### src/rtl/vga_object_scheduler.sv
// Double-buffered object table with frame-synchronous commit and a registered priority compositor.
// Optional: define VGA_OBJ_BORDER_EN to draw a white 2-pixel ring around each visible object.
module vga_object_scheduler #(
  parameter int NUM_OBJ  = 8,
  parameter int OBJ_SIZE = 40,
  parameter int COORD_W  = 10
) (
  input  logic                       clock,
  input  logic                       reset,
  input  logic                       frame_start,
  input  logic [COORD_W-1:0]         pixel_X_pos,
  input  logic [COORD_W-1:0]         pixel_Y_pos,
  input  logic                       cfg_valid,
  output logic                       cfg_ready,
  input  logic [$clog2(NUM_OBJ)-1:0] cfg_index,
  input  logic [COORD_W-1:0]         cfg_x,
  input  logic [COORD_W-1:0]         cfg_y,
  input  logic [23:0]                cfg_color,
  input  logic                       cfg_enable,
  output logic [7:0]                 VGA_red,
  output logic [7:0]                 VGA_green,
  output logic [7:0]                 VGA_blue,
  output logic                       commit_pulse,
  output logic [7:0]                 commit_count
);

  localparam int IDX_W = $clog2(NUM_OBJ);
  localparam logic [IDX_W-1:0] LAST_IDX = IDX_W'(NUM_OBJ - 1);
  localparam logic [COORD_W:0] SIZE_EXT = (COORD_W + 1)'(OBJ_SIZE);

  typedef enum logic [1:0] {IDLE, DIRTY, COMMIT} state_t;

  state_t state, state_next;
  logic [IDX_W-1:0] idx;
  logic             xfer;

  logic [COORD_W-1:0] sh_x      [NUM_OBJ];
  logic [COORD_W-1:0] sh_y      [NUM_OBJ];
  logic [23:0]        sh_color  [NUM_OBJ];
  logic [NUM_OBJ-1:0] sh_en;
  logic [COORD_W-1:0] act_x     [NUM_OBJ];
  logic [COORD_W-1:0] act_y     [NUM_OBJ];
  logic [23:0]        act_color [NUM_OBJ];
  logic [NUM_OBJ-1:0] act_en;

  logic [23:0] pix_rgb;
  logic [23:0] rgb_p1;

  // The upper bound is widened one bit so objects near the right/bottom edge clip instead of wrapping.
  function automatic logic in_span(input logic [COORD_W-1:0] pos, input logic [COORD_W-1:0] org);
    logic [COORD_W:0] lim;
    lim = {1'b0, org} + SIZE_EXT;
    return (pos >= org) && ({1'b0, pos} < lim);
  endfunction

`ifdef VGA_OBJ_BORDER_EN
  function automatic logic on_ring(input logic [COORD_W-1:0] pos, input logic [COORD_W-1:0] org);
    logic [COORD_W-1:0] off;
    off = pos - org;
    return (off < COORD_W'(2)) || (off > COORD_W'(OBJ_SIZE - 3));
  endfunction
`endif

  assign xfer = cfg_valid && cfg_ready;

  always_ff @(posedge clock) begin
    if (reset) state <= IDLE;
    else       state <= state_next;
  end

  always_comb begin
    state_next = state;
    case (state)
      IDLE:    if (xfer) state_next = DIRTY;
      DIRTY:   if (frame_start) state_next = COMMIT;
      COMMIT:  if (idx == LAST_IDX) state_next = IDLE;
      default: state_next = IDLE;
    endcase
  end

  always_comb begin
    cfg_ready    = !reset && (state != COMMIT);
    commit_pulse = (state == COMMIT) && (idx == LAST_IDX);
  end

  // NUM_OBJ is a power of two, so the copy index wraps back to 0 on the last copy.
  always_ff @(posedge clock) begin
    if (reset) begin
      idx          <= '0;
      commit_count <= '0;
    end else begin
      if (state == DIRTY && frame_start) idx <= '0;
      else if (state == COMMIT)          idx <= idx + IDX_W'(1);
      if (commit_pulse) commit_count <= commit_count + 8'd1;
    end
  end

  always_ff @(posedge clock) begin
    if (reset) begin
      for (int i = 0; i < NUM_OBJ; i++) begin
        sh_x[i]     <= '0;
        sh_y[i]     <= '0;
        sh_color[i] <= '0;
      end
      sh_en <= '0;
    end else if (xfer) begin
      sh_x[cfg_index]     <= cfg_x;
      sh_y[cfg_index]     <= cfg_y;
      sh_color[cfg_index] <= cfg_color;
      sh_en[cfg_index]    <= cfg_enable;
    end
  end

  always_ff @(posedge clock) begin
    if (reset) begin
      for (int i = 0; i < NUM_OBJ; i++) begin
        act_x[i]     <= '0;
        act_y[i]     <= '0;
        act_color[i] <= '0;
      end
      act_en <= '0;
    end else if (state == COMMIT) begin
      act_x[idx]     <= sh_x[idx];
      act_y[idx]     <= sh_y[idx];
      act_color[idx] <= sh_color[idx];
      act_en[idx]    <= sh_en[idx];
    end
  end

  // Scanning from the highest index down lets the lowest hit index have the final say.
  always_comb begin
    pix_rgb = '0;
    for (int i = NUM_OBJ - 1; i >= 0; i--) begin
      if (act_en[i] && in_span(pixel_X_pos, act_x[i]) && in_span(pixel_Y_pos, act_y[i])) begin
`ifdef VGA_OBJ_BORDER_EN
        if (on_ring(pixel_X_pos, act_x[i]) || on_ring(pixel_Y_pos, act_y[i])) pix_rgb = 24'hFFFFFF;
        else                                                                  pix_rgb = act_color[i];
`else
        pix_rgb = act_color[i];
`endif
      end
    end
  end

  // Stage p1: registered RGB, one clock after the pixel coordinate
  always_ff @(posedge clock) begin
    if (reset) rgb_p1 <= '0;
    else       rgb_p1 <= pix_rgb;
  end

  assign VGA_red   = rgb_p1[23:16];
  assign VGA_green = rgb_p1[15:8];
  assign VGA_blue  = rgb_p1[7:0];

endmodule
### config.mk
export PLATFORM = sky130hd
export DESIGN_NAME = vga_object_scheduler
export DESIGN_NICKNAME = d
export VERILOG_FILES = /design/src/rtl/vga_object_scheduler.sv
export SDC_FILE = /design/constraint.sdc
export NUM_CORES = 1
export LEC_CHECK = 0
export CAP_MARGIN = 30
export CELL_PAD_IN_SITES_DETAIL_PLACEMENT = 0
export CELL_PAD_IN_SITES_GLOBAL_PLACEMENT = 2
export CORE_MARGIN = 4
export CORE_UTILIZATION = 44
export DETAILED_ROUTE_END_ITERATION = 8
export PLACE_DENSITY_LB_ADDON = 0.1
export SYNTH_ARGS = -nofsm -noshare
export SYNTH_HDL_FRONTEND = slang
export SYNTH_SLANG_ARGS = --single-unit
export TNS_END_PERCENT = 5
### constraint.sdc
create_clock -name clock -period 3.7 [get_ports clock]
set_clock_uncertainty 0.15 [all_clocks]
set_input_delay 0.74 -clock clock [delete_from_list [all_inputs] [get_ports clock]]
set_output_delay 0.74 -clock clock [all_outputs]
set_load 0.01 [all_outputs]
* After elaboration in Yosys (flattened, before gate mapping)
Memory sizes are Yosys's and may differ from the RTL's. A register that Yosys moved wholly into a read port is not among the register bits.
Cells that the tools add are included.
** Operators by class
- Add/sub/neg operators :: 18
- Reductions and logical operators :: 48
- $lt $le $gt $ge :: 36
- Mux-type cells :: 52
- Eq/ne operators :: 7
** Operator list (number)
- 2-to-1 mux 24 bit :: 10
- adder 10 x 6 -> 11 bit (second input constant) :: 16
- < comparator 10 x 11 -> 1 bit :: 16
- greater-or-equal comparator 10 bit :: 16
- OR reduction 24 bit :: 2
- 2-to-1 mux 10 bit :: 4
- OR reduction 10 bit :: 4
- logical AND 1 bit :: 38
- 2-to-1 mux 3 bit :: 12
- 2-to-1 mux 1 bit :: 17
- bitwise mux 8 bit :: 2
- adder 8 x 1 -> 8 bit (second input constant) :: 1
- < comparator 3 x 4 -> 1 bit (second input constant) :: 2
- demux 1 bit (select 3 bit) :: 2
- greater-or-equal comparator 3 x 1 -> 1 bit (second input constant) :: 2
- 2-to-1 mux 2 bit :: 3
- != test 2 bit (second input constant) :: 3
- one-hot mux 2 bit (3 select lines) :: 1
- adder 3 x 1 -> 3 bit (second input constant) :: 1
- binary-select mux 1 bit (select 3 bit) :: 1
- == test 3 bit (second input constant) :: 1
- AND reduction 3 bit :: 1
- == test 2 x 1 -> 1 bit (second input constant) :: 1
- == test 2 bit (second input constant) :: 1
- other kinds (4) :: 4
** Storage, ports and cells
- Word-level logic and storage cells :: 173
- Flip-flop bits (word level) :: 53
- Bits of input ports :: 72
- RAM bits :: 704
- Memories kept :: 6
- Output and inout port bits :: 34
** Memory list
- act_color :: depth 8, width 24, read ports 8, clocked after memory_dff 0, wr ports 8, RTL line 43 : logic [23:0] act_color [NUM_OBJ];
- sh_color :: depth 8, width 24, read ports 1, clocked after memory_dff 1, wr ports 8, RTL line 39 : logic [23:0] sh_color [NUM_OBJ];
- act_x :: depth 8, width 10, read ports 8, clocked after memory_dff 0, wr ports 8, RTL line 41 : logic [COORD_W-1:0] act_x [NUM_OBJ];
- act_y :: depth 8, width 10, read ports 8, clocked after memory_dff 0, wr ports 8, RTL line 42 : logic [COORD_W-1:0] act_y [NUM_OBJ];
- sh_x :: depth 8, width 10, read ports 1, clocked after memory_dff 1, wr ports 8, RTL line 37 : logic [COORD_W-1:0] sh_x [NUM_OBJ];
- sh_y :: depth 8, width 10, read ports 1, clocked after memory_dff 1, wr ports 8, RTL line 38 : logic [COORD_W-1:0] sh_y [NUM_OBJ];

* Longest topological paths before layout
Gate-level depths: netlist (run 1).
- Depth in word-level cells :: 13
- Depth in mapped cells :: 15
- Mapped depth without buffers :: 13

* Least setup slack after synthesis (run 1)
OpenSTA, ideal clock, no wires.
- Path type :: flip-flop to flip-flop
- From :: memory act_y[3][3]
- To :: register rgb_p1[0]
- Data arrival time :: 3.193 ns
- Stages on the path, launching flop included :: 16
- Data required time :: 3.462 ns
- Setup time :: 0.088 ns
- Path buffers :: 2
- Clock period less this slack :: 3.431 ns
- Slack :: 0.269 ns
- Cell sequence :: edfxtp_1 ha_1 o21ai_0 xnor2_1 ha_1 a21o_1 a211o_1 a31o_2 o311ai_1 o2111ai_1 a21o_1 buf_2 o21ai_1 clkbuf_1 a211oi_1 o32ai_2
** RTL lines
- start, declared :: RTL line 42
- end signal, assigned :: RTL line 148 : else rgb_p1 <= pix_rgb;
- end, declared :: RTL line 47 : logic [23:0] rgb_p1;

==> out/qor.yml, run 1 <==
status: "complete, no violations"
worstSetupStartpoint: "act_x[0][4]$_SDFFCE_PN0P_"
clk_pin_slew_ps: 60
synth_top_area_share_pct: 54.2
antenna_found_initial: 6
numCtsBuffers: 85
rows: 108
min_path_type: "flop to flop"
clk_path_buf_depth: 3
netlist.top_cell.by_area: "edfxtp_1"
grt.total_usage_pct: 23.2
synth-async-reset-ratio_pct: 0
timing.fmax_mhz: 282
critPathKind: "flop to flop"
hold_violations: 0
hpwlAfterDp_um: 70700
routedWlPerCell_um: 23.6
worst_pin_slew_ps: 961
vias_per_cell: 5.53
globalplace.congestion: 0.853
die_h_um: 306
ys_types: 66
grt_max_degree: 49
ant_nets: 0
synth_area_um2: 39000
fp.dieW_um: 306
cp_max_fo: 48
nFillCells: 7391
first_global_vias: 26800
synth-edff-count: 704
power_density_nw_per_um2: 436
finalSetupViolCount: 0
ys_warn_count: 0
placed_cells: 4483
slew_violations: 0
instances_no_fill: 4656
rr_startpoint: "act_x[0][4]$_SDFFCE_PN0P_"
nNetsFinal: 3791
grt_setup_unrepaired: "yes"
cp-start-kind: "flop"
finalCriticalPeriod_ps: 3540
ys.flop_type: "edfxtp_1"
ys_top_cells_by_area: "edfxtp_1, ha_1, and2_1"
slew-limit-headroom_pct: 34.1
post_dp_cell_area_um2: 43400
dieArea_um2: 93500
cts.sinks: 760
syn-num-nets: 3470
end_kind: "flop"
synthCells: 3107
cts_hold_buf: 0
insertion_delay_ps: 630
post-route-util_pct: 53.3
first_pass_iters: 5
cap_violations: 0
cp.arrival_ps: 3900
vias: 25700
cp.required_ps: 4060
drc_errors: 0
layout-drive-gt1-share_pct: 16.7
fin_area_um2: 46600
p_leak_nw: 17.7
ys_ff_latch: 760
h-tree-depth: 3
core-area_um2: 87400
wirelength_um: 110000
grt_remaining_overflow: 0
clockRootBuffer: "clkbuf_16"
drt_iter0_drc: 1880
synth_area_per_cell_um2: 12.6
min_from: "act_en[0]$_SDFFE_PP0P_"
cts_tree: "built"
seq_area_frac_synth_pct: 57.0
synthToLayoutAreaGrowth_pct: 19.5
portBuffers: 105
grt_pass1_wl_um: 164000
irDropWorstVdd_mv: 0.408
start_util_pct: 44.6
finalCritPeriodShare_pct: 95.8
io_pins: 106
per-layer routing:
layer	track usage, %	vias to the layer above	part of all wire, %
met2	39.6	674	49
met4	6.25	6	2.3
li1	-	12000	-
met5	0	-	0.036
met3	3.88	172	5.8
met1	30.8	12900	43
sequential cells by signal, summed over array words and instances (netlist names), named ones only:
signal / count
act_y: 80
act_en: 8
sh_y: 80
state: 2
act_x: 80
idx: 3
sh_color: 192
act_color: 192
sh_en: 8
rgb_p1: 24
commit_count: 8
sh_x: 80
timing repair:
| action | CTS | global route |
|---|---|---|
| gates resized for setup | 6 | 53 |
| endpoints found under the setup margin | 24 | 25 |
| pin swaps | 1 | 12 |
| setup buffers | 0 | 10 |
| gates cloned | 0 | 3 |
cells in the mapped netlist (7+ instances only):
cell type / instances
edfxtp_1: 704
nor2_1: 432
and2_1: 353
ha_1: 291
inv_1: 207
clkbuf_1: 109
o21ai_0: 94
mux4_2: 90
a21oi_1: 80
nand2_1: 74
xnor2_1: 66
dfxtp_1: 56
mux2i_1: 55
a211oi_1: 34
o31ai_1: 30
a221oi_1: 27
o21bai_1: 27
o22a_1: 25
nor3_1: 24
a21o_1: 22
nand3_1: 22
nand2b_1: 21
xor2_1: 21
o21a_1: 20
o32ai_2: 20
nor2b_1: 18
o2111ai_1: 17
nor4_1: 14
a31oi_1: 13
o22ai_1: 13
buf_1: 11
a211o_1: 10
o211ai_1: 9
or3_1: 9
or2_2: 8
a2111oi_0: 7
buf_2: 7
nand4_1: 7
or4_1: 7
cell usage in the layout (no fill, tap or decap), drive strengths merged, types with 66 or more instances in the layout:
| cell type | n |
|---|---|
| edfxtp | 704 |
| nor2 | 432 |
| and2 | 353 |
| ha | 291 |
| buf | 258 |
| inv | 208 |
| clkbuf | 121 |
| clkdlybuf4s50 | 103 |
| o21ai | 99 |
| mux4 | 90 |
| a21oi | 80 |
| nand2 | 74 |
| xnor2 | 66 |
layout make-up:
| cell class | count | area (µm²) | share of cell area, % |
|---|---|---|---|
| Timing Repair Buffer | 365 | 3530 | 7.56 |
| Clock inverter | 39 | 379 | 0.813 |
| Multi-Input combinational cell | 2009 | 15800 | 33.9 |
| Inverter | 207 | 777 | 1.67 |
| Sequential cell | 760 | 22300 | 47.8 |
| Clock buffer | 118 | 2400 | 5.15 |
| Tap cell | 1155 | 1450 | 3.10 |
| Antenna cell | 3 | 7.51 | 0.0161 |
critical path, stage by stage (launching register included):
cell and delay (ps):
edfxtp_1 440, ha_2 230, o21ai_1 150, xnor2_1 140, ha_1 210, buf_4 140
or4_1 400, o2111ai_1 140, o41ai_2 180, or4_4 600, buf_12 220, o22a_1 210
o21ai_0 110, o32ai_2 120
power breakdown:
group / switching [W] / total (W) / internal, W
registers: 0.000142 / 0.00985 / 0.00971
logic: 0.00125 / 0.00210 / 0.000855
clock network: 0.00349 / 0.00840 / 0.00491
total: 0.00488 / 0.0203 / 0.0155
cells by family after synthesis:
| logic type | Yosys count | share of synthesized area, % |
|---|---|---|
| DFF | 760 | 57.0 |
| and+or+nand+nor | 1001 | 12.8 |
| buffers and inverters | 338 | 3.35 |
| AOI/OAI and AO/OA | 485 | 8.97 |
| xor gates and xnor gates | 87 | 1.95 |
| adders and majority gates | 291 | 9.33 |
| muxes | 145 | 6.60 |
through the flow:
| step | power (W) | hold WS [ps] | setup slack, ps | TNS, ps |
|---|---|---|---|---|
| 6_report | 0.0203 | 332 | 156 | 0 |
| 5_1_grt | 0.0211 | 365 | -61.1 | -560 |
| 4_1_cts | 0.0205 | 330 | 4.46 | 0 |
| 3_5_place_dp | 0.0121 | 320 | -517 | -11270 |
| 3_3_place_gp | 0.0121 | 311 | -481 | -10280 |
| 2_1_floorplan | 0.0111 | 299 | 269 | 0 |
final timing paths:
| kind | endpoint | cells past startpoint | slack (ps) |
|---|---|---|---|
| min | act_en[0]$_SDFFE_PP0P_ | 2 | 330 |
| min reg2reg | act_en[0]$_SDFFE_PP0P_ | 2 | 330 |
| max reg2reg | rgb_p1[16]$_SDFF_PP0_ | 13 | 160 |
| max | rgb_p1[16]$_SDFF_PP0_ | 13 | 160 |
Note: power is estimated with default switching activity, not from simulation.
==> run 2: changes to the inputs <==
- ABC_CLOCK_PERIOD_IN_PS: unset -> 3700
==> results of run 2 <==
Final layout, timing and power as in run 1 (identical DEF).
==> run 3: changes to the inputs <==
- CORE_UTILIZATION: 44 -> 46
- CTS_BUF_LIST: unset -> sky130_fd_sc_hd__clkbuf_8
==> run 3 against run 2 <==
Routed wire length fell by 0.36%. Fmax fell by 2.1%. Worst setup slack got worse by 75 ps. First-iteration DRC count fell by 8.0%. Highest routed layer unchanged.
==> out/qor.yml, run 3 (synthesized netlist as in run 1, its figures left out) <==
status: "complete, no violations"
min_path_type: "flop to flop"
routedWlPerCell_um: 23.2  # -1.9%
setup_tns_ps: 0  # unchanged
start_util_pct: 46.6  # +1.9 points
r2r_end: "rgb_p1[13]$_SDFF_PP0_"
hpwlAfterDp_um: 69100  # -2.3%
rr_startpoint: "act_x[5][4]$_SDFFCE_PN0P_"
power_w: 0.0192  # -5.7%
grt_remaining_overflow: 0  # unchanged
first_pass_iters: 6  # +1
finalSetupViolCount: 0  # unchanged
fp.dieW_um: 299  # -2.1%
wirelength_um: 110000  # -0.36%
layout_common_cells: "edfxtp_1, nor2_1, and2_1, ha_1, inv_1"
cts_tree: "built"
layout-drive-gt1-share_pct: 17.4  # +0.66 points
grt_max_degree: 49  # unchanged
insertion_delay_ps: 800  # +170 ps
drc_errors: 0  # unchanged
grt_setup_unrepaired: "yes"
cp.required_ps: 4230  # +170 ps
finalCriticalPeriod_ps: 3620  # +75.0 ps
fin_area_um2: 46500  # -0.37%
nFillCells: 7105  # -3.9%
timing.fmax_mhz: 276  # -2.1%
cp.arrival_ps: 4150  # +250 ps
vias: 26200  # +1.7%
min_from: "act_en[6]$_SDFFE_PP0P_"
reg.largest.list: "act_color (192), sh_color (192)"
cp_max_fo: 24  # -50%
clockRootBuffer: "clkbuf_8"
cap_violations: 0  # unchanged
hold_slack_ps: 323  # -8.57 ps
irDropWorstVdd_mv: 0.267  # -35%
worst_pin_slew_ps: 940  # -21.3 ps
portBuffers: 105  # unchanged
critPathKind: "flop to flop"
clk_path_buf_depth: 3  # unchanged
finalCritPeriodShare_pct: 97.8  # +2.0 points
hold_violations: 0  # unchanged
h-tree-depth: 4  # +1
first_global_vias: 27100  # +1.1%
power_density_nw_per_um2: 413  # -5.4%
slew_violations: 0  # unchanged
cts.sinks: 760  # unchanged
hold_path_end: "act_en[6]$_SDFFE_PP0P_"
end_kind: "flop"
ff2ff_setup_slack_ps: 80  # -70 ps
clk_pin_slew_ps: 50  # about the same
grt.total_usage_pct: 24.2  # +0.97 points
r2r_cells: 15  # +2
drt_iter0_drc: 1730  # -8.0%
post-route-util_pct: 55.4  # +2.1 points
core-area_um2: 83800  # -4.1%
globalplace.congestion: 0.854  # about the same
io_pins: 106  # unchanged
nNetsFinal: 3851  # +1.6%
rows: 106  # -1.9%
slew-limit-headroom_pct: 36.8  # +2.7 points
final_common_cell: "edfxtp_1"
die_h_um: 299  # -2.1%
synthToLayoutAreaGrowth_pct: 19.0
antenna_found_initial: 6  # unchanged
p_leak_nw: 17.8  # +0.89%
grt_pass1_wl_um: 164000  # -0.31%
numCtsBuffers: 134  # +58%
holdPathStages: 2  # unchanged
cp-start-kind: "flop"
post_dp_cell_area_um2: 43600  # +0.46%
ant_nets: 0  # unchanged
vias_per_cell: 5.53  # about the same
dieArea_um2: 89600  # -4.2%
-- run 3: cell types whose count changed in the layout (fill, tap and decap cells not counted), sizes merged --
cell           delta
clkinv           +14
buf              +10
bufinv            -5
clkinvlp          +1
inv              +57
dlymetal6s2s      -1
clkdlybuf4s50     +1
clkbuf           +20
diode             -1
-- run 3: power breakdown --
part / switching, W / total [W] / internal, W
sequential: 0.000146 / 0.00985 / 0.00971
clock: 0.00368 / 0.00721 / 0.00353
combinational: 0.00124 / 0.00212 / 0.000875
-- run 3: area by class of cell --
cell class / instances / area (µm²) / share of cell area [%]
flip-flops and latches: 760 / 22300 / 47.9
well taps: 1134 / 1420 / 3.05
clock inverters: 106 / 574 / 1.24
inverters: 207 / 777 / 1.67
diodes: 2 / 5.00 / 0.0108
repair buffers: 376 / 3750 / 8.08
multi-input cells: 2009 / 15800 / 34.0
clock buffers: 137 / 1890 / 4.06
-- run 3: worst max path at each step --
| stage | startpoint | to | slack (ps) | cells past startpoint |
|---|---|---|---|---|
| 6_report | act_x[5][4]$_SDFFCE_PN0P_ | rgb_p1[13]$_SDFF_PP0_ | 80 | 15 |
| 5_1_grt | act_x[5][4]$_SDFFCE_PN0P_ | rgb_p1[9]$_SDFF_PP0_ | -20 | 14 |
| 4_1_cts | act_y[3][3]$_SDFFCE_PN0P_ | rgb_p1[11]$_SDFF_PP0_ | 3 | 14 |
| 3_5_place_dp | pixel_Y_pos[5] | rgb_p1[5]$_SDFF_PP0_ | -750 | 11 |
| 3_3_place_gp | pixel_Y_pos[6] | rgb_p1[7]$_SDFF_PP0_ | -680 | 11 |
| 2_1_floorplan | act_y[3][3]$_SDFFCE_PN0P_ | rgb_p1[0]$_SDFF_PP0_ | 270 | 15 |
-- run 3: worst max-delay path, cell delays in order, from the launching register on --
cell,delay (ps)
edfxtp_1,370
ha_1,190
o21ai_0,130
or3_1,360
xnor2_1,140
ha_1,290
o221ai_1,130
nor3_1,220
o41a_1,320
nor4b_4,80
buf_6,140
buf_12,130
clkbuf_16,200
o31ai_1,330
a211oi_2,80
o32ai_2,210
-- run 3: routing by layer --
layer	wire, µm	track usage, %	vias to the layer above
met1	48000	32.6	13000
met5	48	0	-
met3	5970	3.95	208
li1	-	-	12200
met2	52500	40.3	745
met4	3040	7.54	8
-- run 3: per-stage QoR --
step / std cells / setup WS [ps]
floorplan: 3107 / 269
global placement: 4476 / -678
detailed placement: 4476 / -747
CTS: 4720 / 2.79
global route: 4731 / -22.1
finish: 4731 / 81.4
-- run 3: timing repair --
| action | CTS | global route |
|---|---|---|
| pin swaps | 1 | 7 |
| gates cloned | 0 | 4 |
| setup endpoints to repair | 25 | 24 |
| gates resized for setup | 9 | 43 |
| hold buffers | 0 | 0 |
| setup buffers | 1 | 5 |
